<file path="src/rtl/uart_tx_module.sv">
// uart_tx_module: 8N1 UART transmitter, LSB first, idle-high line.
// Bit timing comes from an external oversampling tick (OVERSAMPLE ticks per bit).
// All state updates on the falling clock edge; reset is asynchronous active-high.
// Optional macro UART_TX_BUFF_EN adds a one-entry holding register so the next
// byte can be queued during a frame and sent with no idle gap.
module uart_tx_module #(
    parameter int unsigned OVERSAMPLE = 16,
    parameter int unsigned STOP_BITS  = 1
) (
    input  logic       clk,
    input  logic       rst,
    input  logic       tx_baud_tick,
    input  logic       tx_start,
    input  logic [7:0] parallel_tx_in,
    output logic       serial_tx,
    output logic       tx_ready,
    output logic       tx_done
);

    typedef enum logic [1:0] {IDLE, START, DATA, STOP} state_t;

    localparam logic [3:0] TICK_LAST = 4'(OVERSAMPLE - 1);
    localparam logic       STOP_LAST = 1'(STOP_BITS - 1);

    state_t     state_q, state_d;
    logic [3:0] tick_cnt_q, tick_cnt_d;
    logic [2:0] bit_cnt_q, bit_cnt_d;
    logic       stop_cnt_q, stop_cnt_d;
    logic [7:0] shift_q, shift_d;
    logic       serial_tx_q, serial_tx_d;
    logic       tx_ready_q, tx_ready_d;
    logic       tx_done_q, tx_done_d;
    logic       accept;
    logic       bit_end;
`ifdef UART_TX_BUFF_EN
    logic [7:0] hold_q, hold_d;
    logic       hold_valid_q, hold_valid_d;
    logic       direct_load;
`endif

    assign accept  = tx_start && tx_ready_q;
    assign bit_end = tx_baud_tick && (tick_cnt_q == TICK_LAST);

    // Next-state, counter, shifter and registered-output computation
    always_comb begin
        state_d    = state_q;
        tick_cnt_d = tick_cnt_q;
        bit_cnt_d  = bit_cnt_q;
        stop_cnt_d = stop_cnt_q;
        shift_d    = shift_q;
        tx_done_d  = 1'b0;
`ifdef UART_TX_BUFF_EN
        hold_d       = hold_q;
        hold_valid_d = hold_valid_q;
        direct_load  = 1'b0;
`endif

        if (tx_baud_tick && (state_q != IDLE)) begin
            tick_cnt_d = bit_end ? '0 : tick_cnt_q + 4'd1;
        end

        case (state_q)
            IDLE: begin
                if (accept) begin
                    shift_d    = parallel_tx_in;
                    tick_cnt_d = '0;
                    bit_cnt_d  = '0;
                    stop_cnt_d = '0;
                    state_d    = START;
`ifdef UART_TX_BUFF_EN
                    direct_load = 1'b1;
`endif
                end
            end
            START: begin
                if (bit_end) begin
                    state_d = DATA;
                end
            end
            DATA: begin
                if (bit_end) begin
                    shift_d   = {1'b0, shift_q[7:1]};
                    bit_cnt_d = bit_cnt_q + 3'd1;
                    if (bit_cnt_q == 3'd7) begin
                        stop_cnt_d = '0;
                        state_d    = STOP;
                    end
                end
            end
            STOP: begin
                if (bit_end) begin
                    if (stop_cnt_q == STOP_LAST) begin
                        tx_done_d = 1'b1;
                        state_d   = IDLE;
`ifdef UART_TX_BUFF_EN
                        // Chain straight into the next start bit: pending byte
                        // first, otherwise a request arriving on this very edge.
                        if (hold_valid_q) begin
                            shift_d      = hold_q;
                            hold_valid_d = 1'b0;
                            bit_cnt_d    = '0;
                            stop_cnt_d   = '0;
                            state_d      = START;
                        end else if (accept) begin
                            shift_d     = parallel_tx_in;
                            bit_cnt_d   = '0;
                            stop_cnt_d  = '0;
                            state_d     = START;
                            direct_load = 1'b1;
                        end
`endif
                    end else begin
                        stop_cnt_d = stop_cnt_q + 1'b1;
                    end
                end
            end
            default: state_d = IDLE;
        endcase

`ifdef UART_TX_BUFF_EN
        if (accept && !direct_load) begin
            hold_d       = parallel_tx_in;
            hold_valid_d = 1'b1;
        end
        tx_ready_d = !hold_valid_d;
`else
        tx_ready_d = (state_d == IDLE);
`endif

        case (state_d)
            START:   serial_tx_d = 1'b0;
            DATA:    serial_tx_d = shift_d[0];
            default: serial_tx_d = 1'b1;
        endcase
    end

    // State register, falling-edge clocked with asynchronous reset
    always_ff @(negedge clk or posedge rst) begin
        if (rst) begin
            state_q     <= IDLE;
            tick_cnt_q  <= '0;
            bit_cnt_q   <= '0;
            stop_cnt_q  <= '0;
            shift_q     <= '0;
            serial_tx_q <= 1'b1;
            tx_ready_q  <= 1'b1;
            tx_done_q   <= 1'b0;
`ifdef UART_TX_BUFF_EN
            hold_q       <= '0;
            hold_valid_q <= 1'b0;
`endif
        end else begin
            state_q     <= state_d;
            tick_cnt_q  <= tick_cnt_d;
            bit_cnt_q   <= bit_cnt_d;
            stop_cnt_q  <= stop_cnt_d;
            shift_q     <= shift_d;
            serial_tx_q <= serial_tx_d;
            tx_ready_q  <= tx_ready_d;
            tx_done_q   <= tx_done_d;
`ifdef UART_TX_BUFF_EN
            hold_q       <= hold_d;
            hold_valid_q <= hold_valid_d;
`endif
        end
    end

    assign serial_tx = serial_tx_q;
    assign tx_ready  = tx_ready_q;
    assign tx_done   = tx_done_q;

endmodule

</file>
<file path="config.mk">
export PLATFORM = sky130hd
export DESIGN_NAME = uart_tx_module
export DESIGN_NICKNAME = d
export VERILOG_FILES = /design/src/rtl/uart_tx_module.sv
export SDC_FILE = /design/constraint.sdc
export NUM_CORES = 1
export LEC_CHECK = 0
export ABC_AREA = 1
export BUFFER_PORTS_ARGS = -buffer_cell sky130_fd_sc_hd__clkbuf_2
export CAP_MARGIN = 10
export CORE_ASPECT_RATIO = 0.5
export CORE_MARGIN = 2
export CORE_UTILIZATION = 40
export CTS_CLUSTER_SIZE = 25
export DETAILED_ROUTE_END_ITERATION = 8
export SYNTH_ARGS = -nofsm -noshare
export SYNTH_HDL_FRONTEND = slang
export SYNTH_SLANG_ARGS = --single-unit
</file>
<file path="constraint.sdc">
create_clock -name clk -period 1.62 [get_ports clk]
set_input_delay 0 -clock clk [delete_from_list [all_inputs] [get_ports clk]]
set_output_delay 0 -clock clk [all_outputs]
set_load 0.05 [all_outputs]
</file>
Word level (Yosys, flattened, before mapping). Index checks and enable logic that the tools add are counted.

Register bits after elaboration: 21. Input port bits: 12. Word-level logic and storage cells: 60.

Add/subtract/negate cells: 3. Eq/ne operators: 11. Mux-type cells: 27. Reductions and logical operators: 10.

Operators by type and width (count): 4-bit 2-to-1 mux (4); 8-bit 2-to-1 mux (2); 8-bit one-hot mux with 2 select lines (1); 2-bit 2-to-1 mux (6); 1-bit 2-to-1 mux (8); 2-bit inequality test (second input constant) (4); 2-bit one-hot mux with 4 select lines (1); 2-bit equality test (second input constant) (3); 3-bit 2-to-1 mux (2); 3-bit one-hot mux with 2 select lines (1); 5-bit AND reduction (1); 4-bit by 1-bit adder with 4-bit output (second input constant) (1); 2-bit by 1-bit equality test with 1-bit output (second input constant) (2); 4-bit equality test (second input constant) (1); 2-bit logical NOT (2); 2-bit nonzero test (2); 3-bit by 1-bit adder with 3-bit output (second input constant) (1); 3-bit equality test (second input constant) (1); 1-bit logical AND (3); 1-bit one-hot mux with 3 select lines (1); 3-bit AND reduction (1); 3-bit nonzero test (1); 1-bit one-hot mux with 2 select lines (1); 1-bit adder (second input constant) (1).

Longest topological paths before layout.
Depth in word-level cells: 6. Depth in mapped cells: 9.

==> summary.txt <==
Status
  – Status: finished with violations
  – Violated checks: setup timing

CTS
  – CTS tree: yes
  – H-tree depth: 1
  – Cts hold-fix bufs: 0
  – Clock transition at path regs: 0.05 ns
  – Clock buffer depth: 2
  – Inserted Clock Buffers: 3
  – Worst-Skew Late Latency: 0.33 ns
  – Post-CTS setup buffer count: 0
  – CTS root buffer: clkbuf_8
  – Clk sinks: 20

STA
  – Final worst setup slack: -0.209 ns
  – Slew Viols, Final: 0
  – Slew headroom: 76.2%
  – Final-report setup violation count: 3
  – Unrepaired setup endpoints after global routing: yes
  – Worst-Margin Slew: 0.357 ns
  – Worst hold margin: 0.367 ns
  – Clk_skew: 0.0632 ns
  – Hold Violations, Final: 0

Worst setup path
  – Cells on worst reg2reg path: 6
  – CP Cell Sequence: buf_8
  – Startpoint types: flip-flop
  – Largest delay share family, worst path: flip-flops
  – CP max-delay cell: dfstp_2
  – Crit path max fanout: 2
  – Worst Path Arrival: 1.83 ns
  – Worst path required time: 1.62 ns
  – WS Path Type: reg -> out
  – Crit path depth: 1
  – Crit end category: output port
  – CP max stage delay: 0.54 ns
  – WP buf/inv: 1

GRT
  – Vias in the first global route: 719
  – Grt total ovfl: 0
  – First-pass GRT wire length: 3250 µm
  – Initial antenna violation count: 0
  – All-Layer GR Usage: 14.2%
  – Largest net degree at the start of global routing: 14

Worst hold path
  – Min-Delay Path Class: in -> async

Logic synthesis
  – Synthesized instance count: 117
  – Cell accounting for the most synthesized area: dfrtn_1
  – Syn nets: 132
  – Mean Syn Cell Area: 8.99 µm²
  – Synth cell types: 23
  – Register area share after synthesis: 47.8%
  – Post-Syn Area: 0.00105 mm²
  – Yosys reg bits: 20
  – Cells taking the most area after synthesis: dfrtn_1 43%, nand2_1 11%, nand2_2 5.4%
  – Synth warn: 0
  – Yosys top cell area share: 42.8%

Power
  – Net Sw Frac: 37.2%
  – Psw: 0.000780 W
  – Int Power: 0.00132 W
  – Clock power share: 20.5%
  – P_leak: 0.729 nW
  – Worst IR Drop VDD: 0.000669 V
  – Pwr/cell area: 1570 mW/mm²
  – Total power: 0.00210 W
  – Share of power burned in registers: 41.3%
  – Comb power frac: 38.2%

Finish
  – Commonest non-fill, non-tap cell in the layout: nand2_1
  – Nets: 160
  – Utilization of the core after routing: 52.5%
  – Commonest non-fill, non-tap cells in the layout: 30 x nand2_1, 18 x dfrtn_1, 11 x inv_1, 11 x clkbuf_2, 9 x nand2_2
  – Fraction of layout cells with a size suffix above 1: 38.2%
  – Diodes inserted: 0
  – Sequential standard cell area: 503 µm²
  – Syn-to-layout area delta: 27.3%
  – Multi-input logic area: 472 µm²
  – Filler cells: 239

Detailed routing
  – DR WL/cell: 10.3 µm
  – # DRC: 0
  – Iteration-0 DRC Markers: 28
  – WL final: 1860 µm
  – DRT Pass-1 Iters: 4
  – Routed Antenna Nets: 0
  – DR vias: 810
  – Via density: 4.48

Run
  – Max-Cap Viols: 0

Floorplan
  – Row cnt: 13
  – Core region area: 0.00255 mm²
  – Starting density of the core: 41.2%
  – Die extent in x: 76.5 µm
  – Die Y: 40.3 µm
  – Io pins: 15
  – Area of the die: 0.00308 mm²

Placement
  – Hpwl dp: 1440 µm
  – Pre-CTS setup slack: -0.0940 ns
  – IO Port Bufs: 14
  – RePlAce Congestion: 0.735
flip-flops by register name (all words and copies together) (netlist names):
register and count:
shift_q 8, state_q 2, tx_ready 1, serial_tx 1, bit_cnt_q 3, tick_cnt_q 4, tx_done 1
synthesized netlist by cell type, drive strengths merged:
cell and instances:
a22oi 2, nand2 40, ha 3, buf 1, nand3 13, nor3 2, nor2 10, a21oi 4
dfstp 2, dfrtn 18, o21ai 7, clkinv 1, inv 14
power groups by stage:
stage	Sequential [W]	Combinational, W	Clock, W
2_1_floorplan	0.000926	0.000497	0.0000116
3_3_place_gp	0.000862	0.000727	0.0000116
3_5_place_dp	0.000862	0.000738	0.0000116
4_1_cts	0.000864	0.000804	0.000439
5_1_grt	0.000899	0.000903	0.000472
6_report	0.000867	0.000800	0.000430
through the flow:
stage,area (µm²),setup TNS [ns],std cells
floorplan,1050,0,117
finish,1340,-0.427,181
detailed placement,1240,-0.392,176
global route,1340,-0.518,181
CTS,1340,-0.455,181
global placement,1240,-0.251,176
cell families after synthesis:
family	Yosys count	synth area share [%]
simple gates	65	33.9
fa+ha+maj	3	3.57
buf+inv	16	7.37
flops	20	47.8
compound gates	13	7.37
metal layers:
layer	up-vias	share of wire (%)	GRT usage, %
met1	370	50	18.0
met2	14	45	23.9
met3	2	4.6	4.95
met5	-	0	0
met4	0	1.1	4.09
li1	424	-	-
worst paths after layout:
path | from | endpoint | slack [ns]
setup / recovery | tx_ready$_DFF_NP1_ | tx_ready | -0.21
hold / removal | rst | state_q[1]$_DFF_NP0_ | 0.37
setup reg to reg | tick_cnt_q[0]$_DFF_NP0_ | tick_cnt_q[3]$_DFF_NP0_ | 0.18
hold reg to reg | shift_q[7]$_DFFE_NP0P_ | shift_q[7]$_DFFE_NP0P_ | 0.42
max in group asynchronous | rst | shift_q[5]$_DFFE_NP0P_ | 0.84
min in group clk | shift_q[7]$_DFFE_NP0P_ | shift_q[7]$_DFFE_NP0P_ | 0.42
timing repair:
action | in CTS | in global routing
resized for setup | 7 | 2
setup endpoints to repair | 3 | 3
gates cloned | 0 | 0
cell type report:
type / count / share of cell area (%)
Timing Repair Buffer: 23 / 14.2
Clock inverter: 3 / 1.87
Multi-Input combinational cell: 81 / 35.2
Tap cell: 37 / 3.45
Clock buffer: 3 / 3.08
Sequential cell: 20 / 37.5
Inverter: 14 / 4.67
No activity file was read; power rests on OpenSTA's default activity.
